## src/rtl/addr8s_sched_pkg.sv

```systemverilog
// Shared types and widths for the time-redundant adder scheduler.
package addr8s_sched_pkg;

    localparam int unsigned OP_W    = 8;
    localparam int unsigned SUM_W   = 9;
    localparam int unsigned RETRY_W = 3;

    typedef enum logic [1:0] {
        ST_IDLE  = 2'd0,
        ST_EXEC1 = 2'd1,
        ST_EXEC2 = 2'd2,
        ST_RESP  = 2'd3
    } sched_state_t;

    // Index width that stays at least one bit for degenerate counts.
    function automatic int unsigned idx_w(input int unsigned n);
        return (n > 1) ? $clog2(n) : 1;
    endfunction

endpackage

```

## src/rtl/addr8s_retry_sched_if.sv

```systemverilog
// Request/response bundle between client logic and the adder scheduler.
interface addr8s_retry_sched_if
    import addr8s_sched_pkg::*;
#(
    parameter int unsigned NREQ = 4
);
    localparam int unsigned ID_W = idx_w(NREQ);

    logic [NREQ-1:0]      req_valid;
    logic [NREQ-1:0]      req_ready;
    logic [NREQ*OP_W-1:0] req_a;
    logic [NREQ*OP_W-1:0] req_b;
    logic                 resp_valid;
    logic                 resp_ready;
    logic [ID_W-1:0]      resp_id;
    logic [SUM_W-1:0]     resp_sum;
    logic                 resp_err;
    logic [RETRY_W-1:0]   resp_retries;

    modport master (
        output req_valid, req_a, req_b, resp_ready,
        input  req_ready, resp_valid, resp_id, resp_sum, resp_err, resp_retries
    );

    modport slave (
        input  req_valid, req_a, req_b, resp_ready,
        output req_ready, resp_valid, resp_id, resp_sum, resp_err, resp_retries
    );

endinterface

```

## src/rtl/addr8s_retry_sched_rr_arbiter.sv

```systemverilog
// Round-robin arbiter: first set request at or after ptr, wrapping to index 0.
module rr_arbiter
    import addr8s_sched_pkg::*;
#(
    parameter  int unsigned N  = 4,
    localparam int unsigned IW = idx_w(N)
) (
    input  logic [N-1:0]  req,
    input  logic [IW-1:0] ptr,
    input  logic          en,
    output logic [N-1:0]  gnt,
    output logic [IW-1:0] gnt_idx
);

    logic found;

    // Upper pass covers [ptr, N-1]; the lower pass handles the wrap.
    always_comb begin
        found   = 1'b0;
        gnt_idx = '0;
        for (int i = 0; i < N; i++) begin
            if (!found && en && req[i] && (IW'(i) >= ptr)) begin
                gnt_idx = IW'(i);
                found   = 1'b1;
            end
        end
        for (int i = 0; i < N; i++) begin
            if (!found && en && req[i]) begin
                gnt_idx = IW'(i);
                found   = 1'b1;
            end
        end
        gnt = found ? (N'(1) << gnt_idx) : '0;
    end

endmodule

```

## src/rtl/addr8s_retry_sched.sv

```systemverilog
// Multi-client scheduler for one shared signed adder; each operation is
// evaluated as A+B then B+A and retried on disagreement.
module addr8s_retry_sched
    import addr8s_sched_pkg::*;
#(
    parameter int unsigned NREQ      = 4,
    parameter int unsigned MAX_RETRY = 2,
    parameter int unsigned ECNT_W    = 16
) (
    input  logic                  clk,
    input  logic                  rst_n,
    addr8s_retry_sched_if.slave   bus,
    output logic [OP_W-1:0]       add_a,
    output logic [OP_W-1:0]       add_b,
    input  logic [SUM_W-1:0]      add_s,
    output logic                  busy,
    output logic [ECNT_W-1:0]     mismatch_cnt
);

    localparam int unsigned ID_W = idx_w(NREQ);

    sched_state_t       state_q, state_d;
    logic [ID_W-1:0]    rr_ptr_q, rr_ptr_d;
    logic [ID_W-1:0]    id_q, id_d;
    logic [OP_W-1:0]    op_a_q, op_a_d, op_b_q, op_b_d;
    logic [OP_W-1:0]    add_a_q, add_a_d, add_b_q, add_b_d;
    logic [SUM_W-1:0]   r1_q, r1_d;
    logic [RETRY_W-1:0] retry_q, retry_d;
    logic               resp_valid_q, resp_valid_d;
    logic [SUM_W-1:0]   resp_sum_q, resp_sum_d;
    logic               resp_err_q, resp_err_d;
    logic [RETRY_W-1:0] resp_retries_q, resp_retries_d;
    logic               busy_q, busy_d;
    logic [ECNT_W-1:0]  mcnt_q, mcnt_d;

    logic [NREQ-1:0]    gnt;
    logic [ID_W-1:0]    gnt_idx;
    logic [OP_W-1:0]    sel_a, sel_b;
    logic               arb_en;

    // rst_n gating keeps req_ready low while reset is held.
    assign arb_en = (state_q == ST_IDLE) && rst_n;

    rr_arbiter #(.N(NREQ)) u_arb (
        .req     (bus.req_valid),
        .ptr     (rr_ptr_q),
        .en      (arb_en),
        .gnt     (gnt),
        .gnt_idx (gnt_idx)
    );

    always_comb begin
        sel_a = '0;
        sel_b = '0;
        for (int i = 0; i < NREQ; i++) begin
            if (gnt[i]) begin
                sel_a = bus.req_a[i*OP_W +: OP_W];
                sel_b = bus.req_b[i*OP_W +: OP_W];
            end
        end
    end

    // Adder operands are registered from the next state so they line up with EXEC1/EXEC2.
    always_comb begin
        state_d        = state_q;
        rr_ptr_d       = rr_ptr_q;
        id_d           = id_q;
        op_a_d         = op_a_q;
        op_b_d         = op_b_q;
        add_a_d        = '0;
        add_b_d        = '0;
        r1_d           = r1_q;
        retry_d        = retry_q;
        resp_valid_d   = resp_valid_q;
        resp_sum_d     = resp_sum_q;
        resp_err_d     = resp_err_q;
        resp_retries_d = resp_retries_q;
        mcnt_d         = mcnt_q;

        unique case (state_q)
            ST_IDLE: begin
                if (|gnt) begin
                    op_a_d   = sel_a;
                    op_b_d   = sel_b;
                    id_d     = gnt_idx;
                    retry_d  = '0;
                    rr_ptr_d = (gnt_idx == ID_W'(NREQ - 1)) ? '0 : gnt_idx + ID_W'(1);
                    add_a_d  = sel_a;
                    add_b_d  = sel_b;
                    state_d  = ST_EXEC1;
                end
            end
            ST_EXEC1: begin
                r1_d    = add_s;
                add_a_d = op_b_q;
                add_b_d = op_a_q;
                state_d = ST_EXEC2;
            end
            ST_EXEC2: begin
                if (add_s == r1_q) begin
                    resp_valid_d   = 1'b1;
                    resp_sum_d     = r1_q;
                    resp_err_d     = 1'b0;
                    resp_retries_d = retry_q;
                    state_d        = ST_RESP;
                end else begin
                    if (mcnt_q != {ECNT_W{1'b1}}) begin
                        mcnt_d = mcnt_q + ECNT_W'(1);
                    end
                    if (retry_q < RETRY_W'(MAX_RETRY)) begin
                        retry_d = retry_q + RETRY_W'(1);
                        add_a_d = op_a_q;
                        add_b_d = op_b_q;
                        state_d = ST_EXEC1;
                    end else begin
                        resp_valid_d   = 1'b1;
                        resp_sum_d     = r1_q;
                        resp_err_d     = 1'b1;
                        resp_retries_d = RETRY_W'(MAX_RETRY);
                        state_d        = ST_RESP;
                    end
                end
            end
            ST_RESP: begin
                if (bus.resp_ready) begin
                    resp_valid_d = 1'b0;
                    state_d      = ST_IDLE;
                end
            end
            default: state_d = ST_IDLE;
        endcase

        busy_d = (state_d != ST_IDLE);
    end

    always_ff @(posedge clk or negedge rst_n) begin
        if (!rst_n) begin
            state_q        <= ST_IDLE;
            rr_ptr_q       <= '0;
            id_q           <= '0;
            op_a_q         <= '0;
            op_b_q         <= '0;
            add_a_q        <= '0;
            add_b_q        <= '0;
            r1_q           <= '0;
            retry_q        <= '0;
            resp_valid_q   <= 1'b0;
            resp_sum_q     <= '0;
            resp_err_q     <= 1'b0;
            resp_retries_q <= '0;
            busy_q         <= 1'b0;
            mcnt_q         <= '0;
        end else begin
            state_q        <= state_d;
            rr_ptr_q       <= rr_ptr_d;
            id_q           <= id_d;
            op_a_q         <= op_a_d;
            op_b_q         <= op_b_d;
            add_a_q        <= add_a_d;
            add_b_q        <= add_b_d;
            r1_q           <= r1_d;
            retry_q        <= retry_d;
            resp_valid_q   <= resp_valid_d;
            resp_sum_q     <= resp_sum_d;
            resp_err_q     <= resp_err_d;
            resp_retries_q <= resp_retries_d;
            busy_q         <= busy_d;
            mcnt_q         <= mcnt_d;
        end
    end

    assign bus.req_ready    = gnt;
    assign bus.resp_valid   = resp_valid_q;
    assign bus.resp_id      = id_q;
    assign bus.resp_sum     = resp_sum_q;
    assign bus.resp_err     = resp_err_q;
    assign bus.resp_retries = resp_retries_q;
    assign add_a            = add_a_q;
    assign add_b            = add_b_q;
    assign busy             = busy_q;
    assign mismatch_cnt     = mcnt_q;

endmodule

```

## src/flat_wrapper.sv

```systemverilog
// flat-port wrapper written by rule: the top's interface ports become plain ports
module addr8s_retry_sched_flat import addr8s_sched_pkg::*;
#(
    parameter int unsigned NREQ      = 4,
    parameter int unsigned MAX_RETRY = 2,
    parameter int unsigned ECNT_W    = 16
)
  (clk, rst_n, add_a, add_b, add_s, busy, mismatch_cnt, bus_req_valid, bus_req_a, bus_req_b, bus_resp_ready, bus_req_ready, bus_resp_valid, bus_resp_id, bus_resp_sum, bus_resp_err, bus_resp_retries);
  addr8s_retry_sched_if #(.NREQ(NREQ)) bus_i ();
  input  logic clk;
  input  logic rst_n;
  output logic [OP_W-1:0] add_a;
  output logic [OP_W-1:0] add_b;
  input  logic [SUM_W-1:0] add_s;
  output logic busy;
  output logic [ECNT_W-1:0] mismatch_cnt;
  input wire logic [$bits(bus_i.req_valid)-1:0] bus_req_valid;
  input wire logic [$bits(bus_i.req_a)-1:0] bus_req_a;
  input wire logic [$bits(bus_i.req_b)-1:0] bus_req_b;
  input wire logic [$bits(bus_i.resp_ready)-1:0] bus_resp_ready;
  output wire logic [$bits(bus_i.req_ready)-1:0] bus_req_ready;
  output wire logic [$bits(bus_i.resp_valid)-1:0] bus_resp_valid;
  output wire logic [$bits(bus_i.resp_id)-1:0] bus_resp_id;
  output wire logic [$bits(bus_i.resp_sum)-1:0] bus_resp_sum;
  output wire logic [$bits(bus_i.resp_err)-1:0] bus_resp_err;
  output wire logic [$bits(bus_i.resp_retries)-1:0] bus_resp_retries;
  assign bus_i.req_valid = bus_req_valid;
  assign bus_i.req_a = bus_req_a;
  assign bus_i.req_b = bus_req_b;
  assign bus_i.resp_ready = bus_resp_ready;
  assign bus_req_ready = bus_i.req_ready;
  assign bus_resp_valid = bus_i.resp_valid;
  assign bus_resp_id = bus_i.resp_id;
  assign bus_resp_sum = bus_i.resp_sum;
  assign bus_resp_err = bus_i.resp_err;
  assign bus_resp_retries = bus_i.resp_retries;
  addr8s_retry_sched #(.NREQ(NREQ), .MAX_RETRY(MAX_RETRY), .ECNT_W(ECNT_W)) u_core (.clk(clk), .rst_n(rst_n), .bus(bus_i), .add_a(add_a), .add_b(add_b), .add_s(add_s), .busy(busy), .mismatch_cnt(mismatch_cnt));
endmodule
```

## config.mk

```make
export PLATFORM = sky130hd
export DESIGN_NAME = addr8s_retry_sched_flat
export DESIGN_NICKNAME = d
export VERILOG_FILES = /design/src/rtl/addr8s_sched_pkg.sv /design/src/rtl/addr8s_retry_sched_if.sv /design/src/rtl/addr8s_retry_sched_rr_arbiter.sv /design/src/rtl/addr8s_retry_sched.sv /design/src/flat_wrapper.sv
export SDC_FILE = /design/constraint.sdc
export NUM_CORES = 1
export LEC_CHECK = 0
export ABC_CLOCK_PERIOD_IN_PS = 3600
export BUFFER_PORTS_ARGS = -buffer_cell sky130_fd_sc_hd__buf_2
export CORE_ASPECT_RATIO = 0.5
export CORE_MARGIN = 2
export CORE_UTILIZATION = 50
export CTS_CLUSTER_DIAMETER = 80
export DETAILED_ROUTE_END_ITERATION = 10
export PLACE_DENSITY = 0.79
export SLEW_MARGIN = 10
export SYNTH_ARGS = -nofsm -noshare
export SYNTH_HDL_FRONTEND = slang
export SYNTH_SLANG_ARGS = --single-unit
```

## constraint.sdc

```tcl
create_clock -name clk -period 3.6 [get_ports clk]
set_input_delay 0 -clock clk [delete_from_list [all_inputs] [get_ports clk]]
set_output_delay 0 -clock clk [all_outputs]
set_load 0.1 [all_outputs]
```

# Word-level counts from Yosys, hierarchy flattened
# Cells that the tools add are included.
word_totals:
  n_memories: 0
  out_inout_bits: 53
  elab_cells: 125
  rom_bits: 0
  ramBits: 0
  latchBits: 0
  ff_bits: 81
  inputBits: 80
op_classes:
  n_shift: 1
  mul: 0
  n_lt_le_gt_ge: 5
  bitwise: 1
  addsub: 3
  div_mod_pow: 0
  eq_ne: 12
  n_reduce_logical: 37
  n_mux: 51
ops:
  columns: ["operator", "n"]
  rows:
  - ["8-bit two-way mux", 14]
  - ["8-bit one-hot mux with 3 select lines", 2]
  - ["2-bit two-way mux", 11]
  - ["1-bit logical AND", 20]
  - ["9-bit two-way mux", 2]
  - ["16-bit by 1-bit adder with 16-bit output (second input constant)", 1]
  - ["16-bit inequality test (second input constant)", 1]
  - ["3-bit two-way mux", 5]
  - ["1-bit two-way mux", 13]
  - ["9-bit == test", 1]
  - ["2-bit one-hot mux with 4 select lines", 1]
  - ["1-bit zero test", 7]
  - ["2-bit == test (second input constant)", 3]
  - ["2-bit inequality test (second input constant)", 3]
  - ["3-bit one-hot mux with 2 select lines", 1]
  - ["3-bit AND reduction", 2]
  - ["2-bit nonzero test", 3]
  - ["1-bit by 2-bit >= comparator with 1-bit output (first input constant)", 2]
  - ["2-bit >= comparator (first input constant)", 2]
  - ["4-bit two-way mux", 1]
  - ["2-bit by 1-bit inequality test with 1-bit output (second input constant)", 2]
  - ["2-bit AND reduction", 2]
  - ["4-bit AND reduction", 1]
  - ["4-bit OR reduction", 1]
  - ["other kinds (9)", 9]

# Depth between registers and ports, before layout
# Gate-level depths: netlist of run 1.
logic_depth:
  word_depth: 44
  depth_mapped: 13
  ltp_nobuf: 11

# Modules after synthesis
# Synthesis of run 1 repeated with hierarchy kept, for this count alone.
unflattened:
  hier_cells: 378
  hier_area_um2: 4068.9
modules_own_cells:
  columns: ["mod", "cells_per_inst", "seq_area_each_um2", "area_each_um2", "n_inst"]
  rows:
  - ["addr8s_retry_sched", 352, 2026.9, 3890.0, 1]
  - ["rr_arbiter", 26, 0.0, 178.9, 1]

# Worst setup path before layout of run 1
# OpenSTA, ideal clock, no wires.
synth_timing:
  path_type: "register to output"
  from: "reg u_core.state_q[1]"
  to: "out bus_req_ready[1]"
  required_ns: 3.600
  path_buffers: 3
  stages_incl_launch_ff: 11
  arrival_ns: 3.274
  slack_ns: 0.326
  cell_sequence: "dfrtp_1 > clkbuf_2 > nor3b_1 > a31oi_1 > o21ai_0 > a211oi_1 > ha_1 > clkbuf_1 > clkbuf_1 > inv_1 > nor2_1"
synth_between:
  elab_chain_len: 38
  elab_cells_between_ends: 45
  classes_between: "1 x shift; 16 x mux; 28 x reduce/logical"
synth_lines:
  columns: ["element", "line_no", "text"]
  rows:
  - ["start, declared", "addr8s_retry_sched.sv:22", "sched_state_t state_q, state_d;"]
  - ["start signal, assigned", "addr8s_retry_sched.sv:154", "state_q <= state_d;"]
  - ["2-bit zero test (*)", "addr8s_retry_sched.sv:42", "assign arb_en = (state_q == ST_IDLE) && rst_n;"]
  - ["1-bit logical AND (*)", "addr8s_retry_sched.sv:42", null]
  - ["1-bit logical AND (2 in series)", "addr8s_retry_sched_rr_arbiter.sv:22", "if (!found && en && req[i] && (IW'(i) >= ptr)) begin"]
  - ["1-bit two-way mux", "addr8s_retry_sched_rr_arbiter.sv:22", null]
  - ["1-bit zero test", "addr8s_retry_sched_rr_arbiter.sv:22", null]
  - ["1-bit logical AND (3 in series)", "addr8s_retry_sched_rr_arbiter.sv:22", null]
  - ["1-bit two-way mux", "addr8s_retry_sched_rr_arbiter.sv:22", null]
  - ["1-bit zero test", "addr8s_retry_sched_rr_arbiter.sv:22", null]
  - ["[18 not listed]", null, null]
  - ["1-bit logical AND (2 in series)", "addr8s_retry_sched_rr_arbiter.sv:28", "if (!found && en && req[i]) begin"]
  - ["1-bit two-way mux", "addr8s_retry_sched_rr_arbiter.sv:28", null]
  - ["1-bit zero test", "addr8s_retry_sched_rr_arbiter.sv:28", null]
  - ["1-bit logical AND (2 in series)", "addr8s_retry_sched_rr_arbiter.sv:28", null]
  - ["2-bit two-way mux (*)", "addr8s_retry_sched_rr_arbiter.sv:28", null]
  - ["via u_core.gnt_idx[0]", "addr8s_retry_sched.sv:37", "logic [ID_W-1:0] gnt_idx;"]
  - ["1-bit by 2-bit left shift with 4-bit output (*)", "addr8s_retry_sched_rr_arbiter.sv:33", "gnt = found ? (N'(1) << gnt_idx) : '0;"]
  - ["4-bit two-way mux (*)", "addr8s_retry_sched_rr_arbiter.sv:33", null]
  - ["end, declared", "flat_wrapper.sv:21", "output wire logic [$bits(bus_i.req_ready)-1:0] bus_req_ready;"]
# Mark *: on every way through the listed nets, which the timed path passes. The rest lies on a longest branch.

# Worst setup path in the final report of run 1
layout_timing:
  from: "reg u_core.state_q[1]"
  to: "out bus_req_ready[3]"
# The elaborated chain is that of the path after synthesis.

==> results of run 1 <==
## cell usage in the layout, fill, tap and decap left out, types with 14 or more instances in the layout
cell	netlist	layout
mux2_2	21	21
a21o_1	18	18
a22oi_1	16	16
a211oi_1	17	17
buf_2	5	131
dfrtp_1	81	81
o21ai_0	18	18
or3_1	14	14
nand2_1	23	23
a221o_1	16	16
nor2_1	18	15
## logic make-up after synthesis
| kind of cell | count (synthesis) | share of synthesized area |
|---|---|---|
| flip-flops | 81 | 0.513 |
| buffers and inverters | 29 | 0.0333 |
| adder cells (fa/ha/maj) | 6 | 0.0190 |
| multiplexers | 23 | 0.0662 |
| AO/OA/AOI/OAI | 101 | 0.189 |
| AND/OR/NAND/NOR | 94 | 0.130 |
| XOR/XNOR | 22 | 0.0488 |
## worst max-delay path, delay by kind of cell (launching register included)
kind,cells,cell delay [ns]
AOI/OAI and AO/OA,3,0.80
adders and majority gates,1,0.49
buffers and inverters,3,0.89
DFF,1,0.44
and+or+nand+nor,2,0.25
## routing by layer
layer,global-route usage,wire (µm),vias up
met3,0.0618,548,13
met5,0,0,-
met4,0.0847,158,0
li1,-,-,1608
met1,0.340,4560,1637
met2,0.362,4570,135
## state kept, by name (all words and copies together) (netlist names), 2 cells and up
register	flops
u_core.bus.resp_id	2
u_core.op_a_q	8
u_core.rr_ptr_q	2
u_core.retry_q	3
u_core.state_q	2
u_core.add_a	8
u_core.op_b_q	8
u_core.r1_q	9
u_core.bus.resp_retries	3
u_core.add_b	8
u_core.mismatch_cnt	16
u_core.bus.resp_sum	9
## repair_timing
action | CTS | global route
endpoints found under the setup margin | 0 | 33
resized for setup | 0 | 3
endpoints found under the hold margin | 91 | 0
hold buffers | 11 | 0
## through the flow
stage	hold WS, ns	setup WS [ns]
5_1_grt	0.0542	0.0882
6_report	0.0383	0.385
2_1_floorplan	-0.296	0.326
3_5_place_dp	0.264	0.234
4_1_cts	0.0237	0.219
3_3_place_gp	0.260	0.364
## worst max path at each step
stage	start	to	slack, ns	cells after the start
2_1_floorplan	u_core.state_q[1]	bus_req_ready[1]	0.33	10
3_3_place_gp	u_core.state_q[1]	u_core.add_b[7]	0.36	10
3_5_place_dp	u_core.state_q[1]	u_core.add_b[3]	0.23	10
4_1_cts	u_core.state_q[1]	u_core.add_b[0]	0.22	10
5_1_grt	u_core.state_q[1]	bus_req_ready[3]	0.09	9
6_report	u_core.state_q[1]	bus_req_ready[3]	0.39	9
## power by group through the flow
stage / Sequential (W) / Combinational [W] / Clock (W)
3_5_place_dp: 0.00156 / 0.00267 / 0
2_1_floorplan: 0.00276 / 0.000970 / 0
4_1_cts: 0.00155 / 0.00269 / 0.000866
3_3_place_gp: 0.00155 / 0.00264 / 0
6_report: 0.00155 / 0.00269 / 0.000850
5_1_grt: 0.00159 / 0.00285 / 0.000908
## cell type report
cell class / instances / area [µm²] / share of cell area
Sequential cell: 81 / 2030 / 0.396
Multi-Input combinational cell: 246 / 1810 / 0.354
Timing Repair Buffer: 149 / 818 / 0.160
Clock buffer: 12 / 267 / 0.0521
Tap cell: 108 / 135 / 0.0264
Inverter: 12 / 45.0 / 0.00880
Clock inverter: 3 / 15.0 / 0.00293
==> flow_metrics.env, run 1 <==
export IMPL_p_sw_w=0.00261
export IMPL_die_area_um2=8670
export IMPL_fmax_ghz=0.311
export IMPL_reg2reg_depth=10
export IMPL_final_util=0.684
export IMPL_clockRootBuffer="clkbuf_16"
export IMPL_syn_cell_area_um2=3950
export IMPL_status="complete, no violations"
export IMPL_ys_seq_elements=81
export IMPL_cts_setup_buffers=0
export IMPL_power_frac_comb=0.528
export IMPL_place_area_um2=4720
export IMPL_io_pins=133
export IMPL_critical_path_arrival_ns=3.21
export IMPL_cts_htree_levels=3
export IMPL_wl_per_cell_um=16.1
export IMPL_clock_path_buffers=2
export IMPL_drive_gt1_frac=0.372
export IMPL_ys_seq_area_frac=0.513
export IMPL_power_share_clock=0.167
export IMPL_path_max_fanout=18
export IMPL_synth_most_common_cell="dfrtp_1"
export IMPL_fin_setup_tns_ns=0
export IMPL_nets=585
export IMPL_p_per_area_nw_per_um2=994
export IMPL_stdcell_count=611
export IMPL_critPathLaunchType="register"
export IMPL_crit_type="register to output port"
export IMPL_synth_avg_cell_area_um2=11.1
export IMPL_ir_worst_vdd_uv=520
export IMPL_synth_top_area_frac=0.513
export IMPL_numPortBuffers=132
export IMPL_hold_viol_final=0
export IMPL_power_internal_w=0.00248
export IMPL_num_rows=22
export IMPL_area_growth_pct=29.6
export IMPL_numCtsBuffers=9
export IMPL_synthesis_nets=442
export IMPL_drtIter0Drc=263
export IMPL_antennaDiodeCount=0
export IMPL_dr_total_vias=3393
export IMPL_ant_nets=0
export IMPL_clk_pin_slew_worst_paths_ns=0.06
export IMPL_skew_ns=0.00407
export IMPL_gp_congestion=0.839
export IMPL_route_detailed_drc=0
export IMPL_grt_first_pass_wirelength_mm=15.9
export IMPL_r2r_setup_slack_ns=0.45
export IMPL_cts_tree="done"
export IMPL_async_flop_share=1.00
export IMPL_ys_top_cells_by_area="dfrtp_1, mux2_2, a221o_1"
export IMPL_setup_viol=0
export IMPL_critical_path_max_stage_delay_ns=0.58
export IMPL_synth_distinct_cells=45
export IMPL_worst_r2r_endpoint="u_core.add_b[0]"
export IMPL_clkSinkCount=81
export IMPL_grt_max_degree=82
export IMPL_synth_flop_cell="dfrtp_1"
export IMPL_worstHoldPathType="input pin to register"
export IMPL_rsz0062_at_grt="false"
export IMPL_initial_utilization=0.527
export IMPL_wl_mm=9.83
export IMPL_reg2reg_from="u_core.state_q[1]"
export IMPL_dp_hpwl_mm=7.02
export IMPL_crit_chain="nor3b_1, buf_4, a31oi_1, o21ai_0, a211oi_1, ha_2, inv_1, nor2_1, buf_2"
export IMPL_final_cell_area_um2=5120
export IMPL_core_area_um2=7490
export IMPL_hold_path_depth=3
export IMPL_synth_area_leader_cell="dfrtp_1"
export IMPL_dp_cells=585
export IMPL_worst_pin_slew_ns=1.11
export IMPL_die_w_um=130
export IMPL_groute_usage_overall=0.241
export IMPL_power_share_switching=0.513
export IMPL_grt_overflow=0
export IMPL_avgViaCountPerCell=5.55
export IMPL_fillers=608
export IMPL_drv_slew=0
export IMPL_clock_latency_ns=0.33
export IMPL_cp_data_required_time_ns=3.60
export IMPL_synth_edf_count=0
export IMPL_yosys_top_cells_count="dfrtp_1, nand2_1, mux2_2"
export IMPL_min_to="u_core.busy"
export IMPL_yosysWarnings=0
export IMPL_p_seq_frac=0.305
export IMPL_antenna_found_initial=0
export IMPL_die_h_um=66.8
export IMPL_syn_inst=356
export IMPL_power_w=0.00509
export IMPL_critical_path_slowest_cell="a211oi_1"
export IMPL_first_pass_iters=4
export IMPL_cp_end_kind="output port"
export IMPL_max_cap_viol_count=0
export IMPL_hold_path_startpoint="bus_req_valid[3]"
export IMPL_grt_pass1_vias=3247
export IMPL_min_period_ns=3.21
export IMPL_leakage_nw=2.50
export IMPL_timing_slew_headroom=0.254
export IMPL_fin_crit_sh=0.893
(Power assumes the default switching activity.)
==> run 2: changes to the inputs <==
Settings changed: ABC_CLOCK_PERIOD_IN_PS 3600 to 4180, CAP_MARGIN from default to 5, CORE_UTILIZATION 50 to 54, PLACE_DENSITY 0.79 to 0.85.
Clock period 3.6 ns to 4.18 ns, I/O delays scaled along.
==> run 2 against run 1 <==
Net effect: routed wire length fell by 2.1%; total power fell by 14%; sequential share of layout area rose by 0.29 points; clock skew rose by 0.0039 ns; core utilization rose by 5.4 points; final area fell by 0.73%; critical path type is now register to register; highest routed layer unchanged.
==> flow_metrics.env, run 2 (synthesis gave the netlist of run 1 again) <==
export IMPL_first_pass_iters=4
export IMPL_crit_type="register to register"
export IMPL_clockRootBuffer="clkbuf_16"
export IMPL_rsz0062_at_grt="false"
export IMPL_drtIter0Drc=264
export IMPL_setup_viol=0
export IMPL_reg2reg_from="u_core.state_q[1]"
export IMPL_path_depth=8
export IMPL_die_h_um=64.5
export IMPL_ant_nets=0
export IMPL_cp_data_required_time_ns=4.39
export IMPL_timing_slew_headroom=0.224
export IMPL_critical_path_arrival_ns=3.69
export IMPL_initial_utilization=0.574
export IMPL_clock_latency_ns=0.34
export IMPL_die_area_um2=8050
export IMPL_r2r_setup_slack_ns=0.70
export IMPL_worst_r2r_endpoint="u_core.add_b[2]"
export IMPL_crit_chain="nor3b_1, a31oi_1, o21ai_0, a211oi_1, ha_1, nor2_1, a211oi_1, a221o_1"
export IMPL_stdcell_count=593
export IMPL_wl_mm=9.62
export IMPL_final_cell_mix="buf_2, dfrtp_1, nand2_1"
export IMPL_numCtsBuffers=9
export IMPL_hold_viol_final=0
export IMPL_worstHoldPathType="input pin to register"
export IMPL_grt_overflow=0
export IMPL_largest_reg_flops=16
export IMPL_cpMostUsedCell="a211oi_1"
export IMPL_groute_usage_overall=0.254
export IMPL_wl_per_cell_um=16.2
export IMPL_ir_worst_vdd_uv=375
export IMPL_status="complete, no violations"
export IMPL_cts_tree="done"
export IMPL_die_w_um=125
export IMPL_worstSetupEndpoint="u_core.add_b[2]"
export IMPL_area_growth_pct=28.7
export IMPL_critPathLaunchType="register"
export IMPL_critical_path_slowest_cell="nor2_1"
export IMPL_cts_resized=0
export IMPL_grt_first_pass_wirelength_mm=16.0
export IMPL_skew_ns=0.00795
export IMPL_p_per_area_nw_per_um2=866
export IMPL_cp_end_kind="register"
export IMPL_antennaDiodeCount=0
export IMPL_dp_hpwl_mm=6.83
export IMPL_antenna_found_initial=0
export IMPL_path_max_fanout=16
export IMPL_reg2reg_depth=8
export IMPL_cts_hold_buffers_added=11
export IMPL_num_rows=21
export IMPL_io_pins=133
export IMPL_clk_pin_slew_worst_paths_ns=0.06
export IMPL_grt_pass1_vias=3211
export IMPL_clock_path_buffers=2
export IMPL_drive_gt1_frac=0.361
export IMPL_clkSinkCount=81
export IMPL_gp_congestion=0.923
export IMPL_nets=582
export IMPL_dr_total_vias=3396
export IMPL_fin_crit_sh=0.832
export IMPL_cts_setup_buffers=0
export IMPL_crit_family="simple AND/OR/NAND/NOR gates"
export IMPL_max_cap_viol_count=0
export IMPL_grt_max_degree=82
export IMPL_numPortBuffers=132
export IMPL_fin_setup_tns_ns=0
export IMPL_critical_path_max_stage_delay_ns=0.85
export IMPL_final_common_cell="buf_2"
export IMPL_drv_slew=0
export IMPL_leakage_nw=2.49
export IMPL_avgViaCountPerCell=5.73
export IMPL_worst_pin_slew_ns=1.16
export IMPL_fmax_ghz=0.288
export IMPL_cp_num_buf_inv=0
export IMPL_route_detailed_drc=0
export IMPL_min_period_ns=3.48
export IMPL_core_area_um2=6880
export IMPL_dp_cells=566
export IMPL_final_util=0.738
export IMPL_power_w=0.00440
export IMPL_cts_htree_levels=3
export IMPL_holdWs_ns=0.146
export IMPL_cp_startpoint="u_core.state_q[1]"
==> run 2: report_power, final <==
group / internal [W] / leakage (nW) / switching [W]
clock network: 0.000465 / 0.149 / 0.000298
logic: 0.000594 / 1.35 / 0.00172
registers: 0.00109 / 0.988 / 0.000235
total: 0.00215 / 2.49 / 0.00225
==> run 2: area by class of cell <==
| class | instances | area (µm²) |
|---|---|---|
| inverter | 12 | 45.0 |
| clock inverter | 2 | 10.0 |
| sequential | 81 | 2030 |
| timing repair buffer | 146 | 796 |
| multi-input combinational | 246 | 1800 |
| tap | 92 | 115 |
| clock buffer | 14 | 284 |
| fill | 515 | 1800 |
==> run 2: worst min-delay path by stage <==
| stage | start | endpoint | slack (ns) | depth (start not counted) |
|---|---|---|---|---|
| 2_1_floorplan | rst_n | u_core.add_a[0] | -0.30 | 0 |
| 3_3_place_gp | add_s[3] | u_core.r1_q[3] | 0.26 | 2 |
| 3_5_place_dp | add_s[0] | u_core.r1_q[0] | 0.26 | 2 |
| 4_1_cts | bus_req_b[27] | u_core.op_b_q[3] | 0.14 | 4 |
| 5_1_grt | bus_req_b[23] | u_core.op_b_q[7] | 0.17 | 4 |
| 6_report | bus_req_b[27] | u_core.op_b_q[3] | 0.15 | 4 |
==> run 2: per-layer routing <==
| metal | GRT usage | vias to the layer above | share of wire | wire length [µm] |
|---|---|---|---|---|
| li1 | - | 1612 | - | - |
| met1 | 0.351 | 1656 | 0.45 | 4360 |
| met2 | 0.408 | 122 | 0.48 | 4650 |
| met3 | 0.0661 | 6 | 0.058 | 558 |
| met4 | 0.0625 | 0 | 0.0061 | 59 |
| met5 | 0 | - | 0 | 0 |
==> run 2: worst min-delay path, cell delays in order <==
cell      delay, ns
buf_2          0.09
o21ai_0        0.14
a211oi_1       0.06
a21o_1         0.15
==> run 2: through the flow <==
stage               cell area [µm²]  worst slack [ns]
floorplan                      3950             0.906
global placement               4680             0.816
detailed placement             4680             0.771
CTS                            5080             0.775
global route                   5080             0.402
finish                         5080             0.703
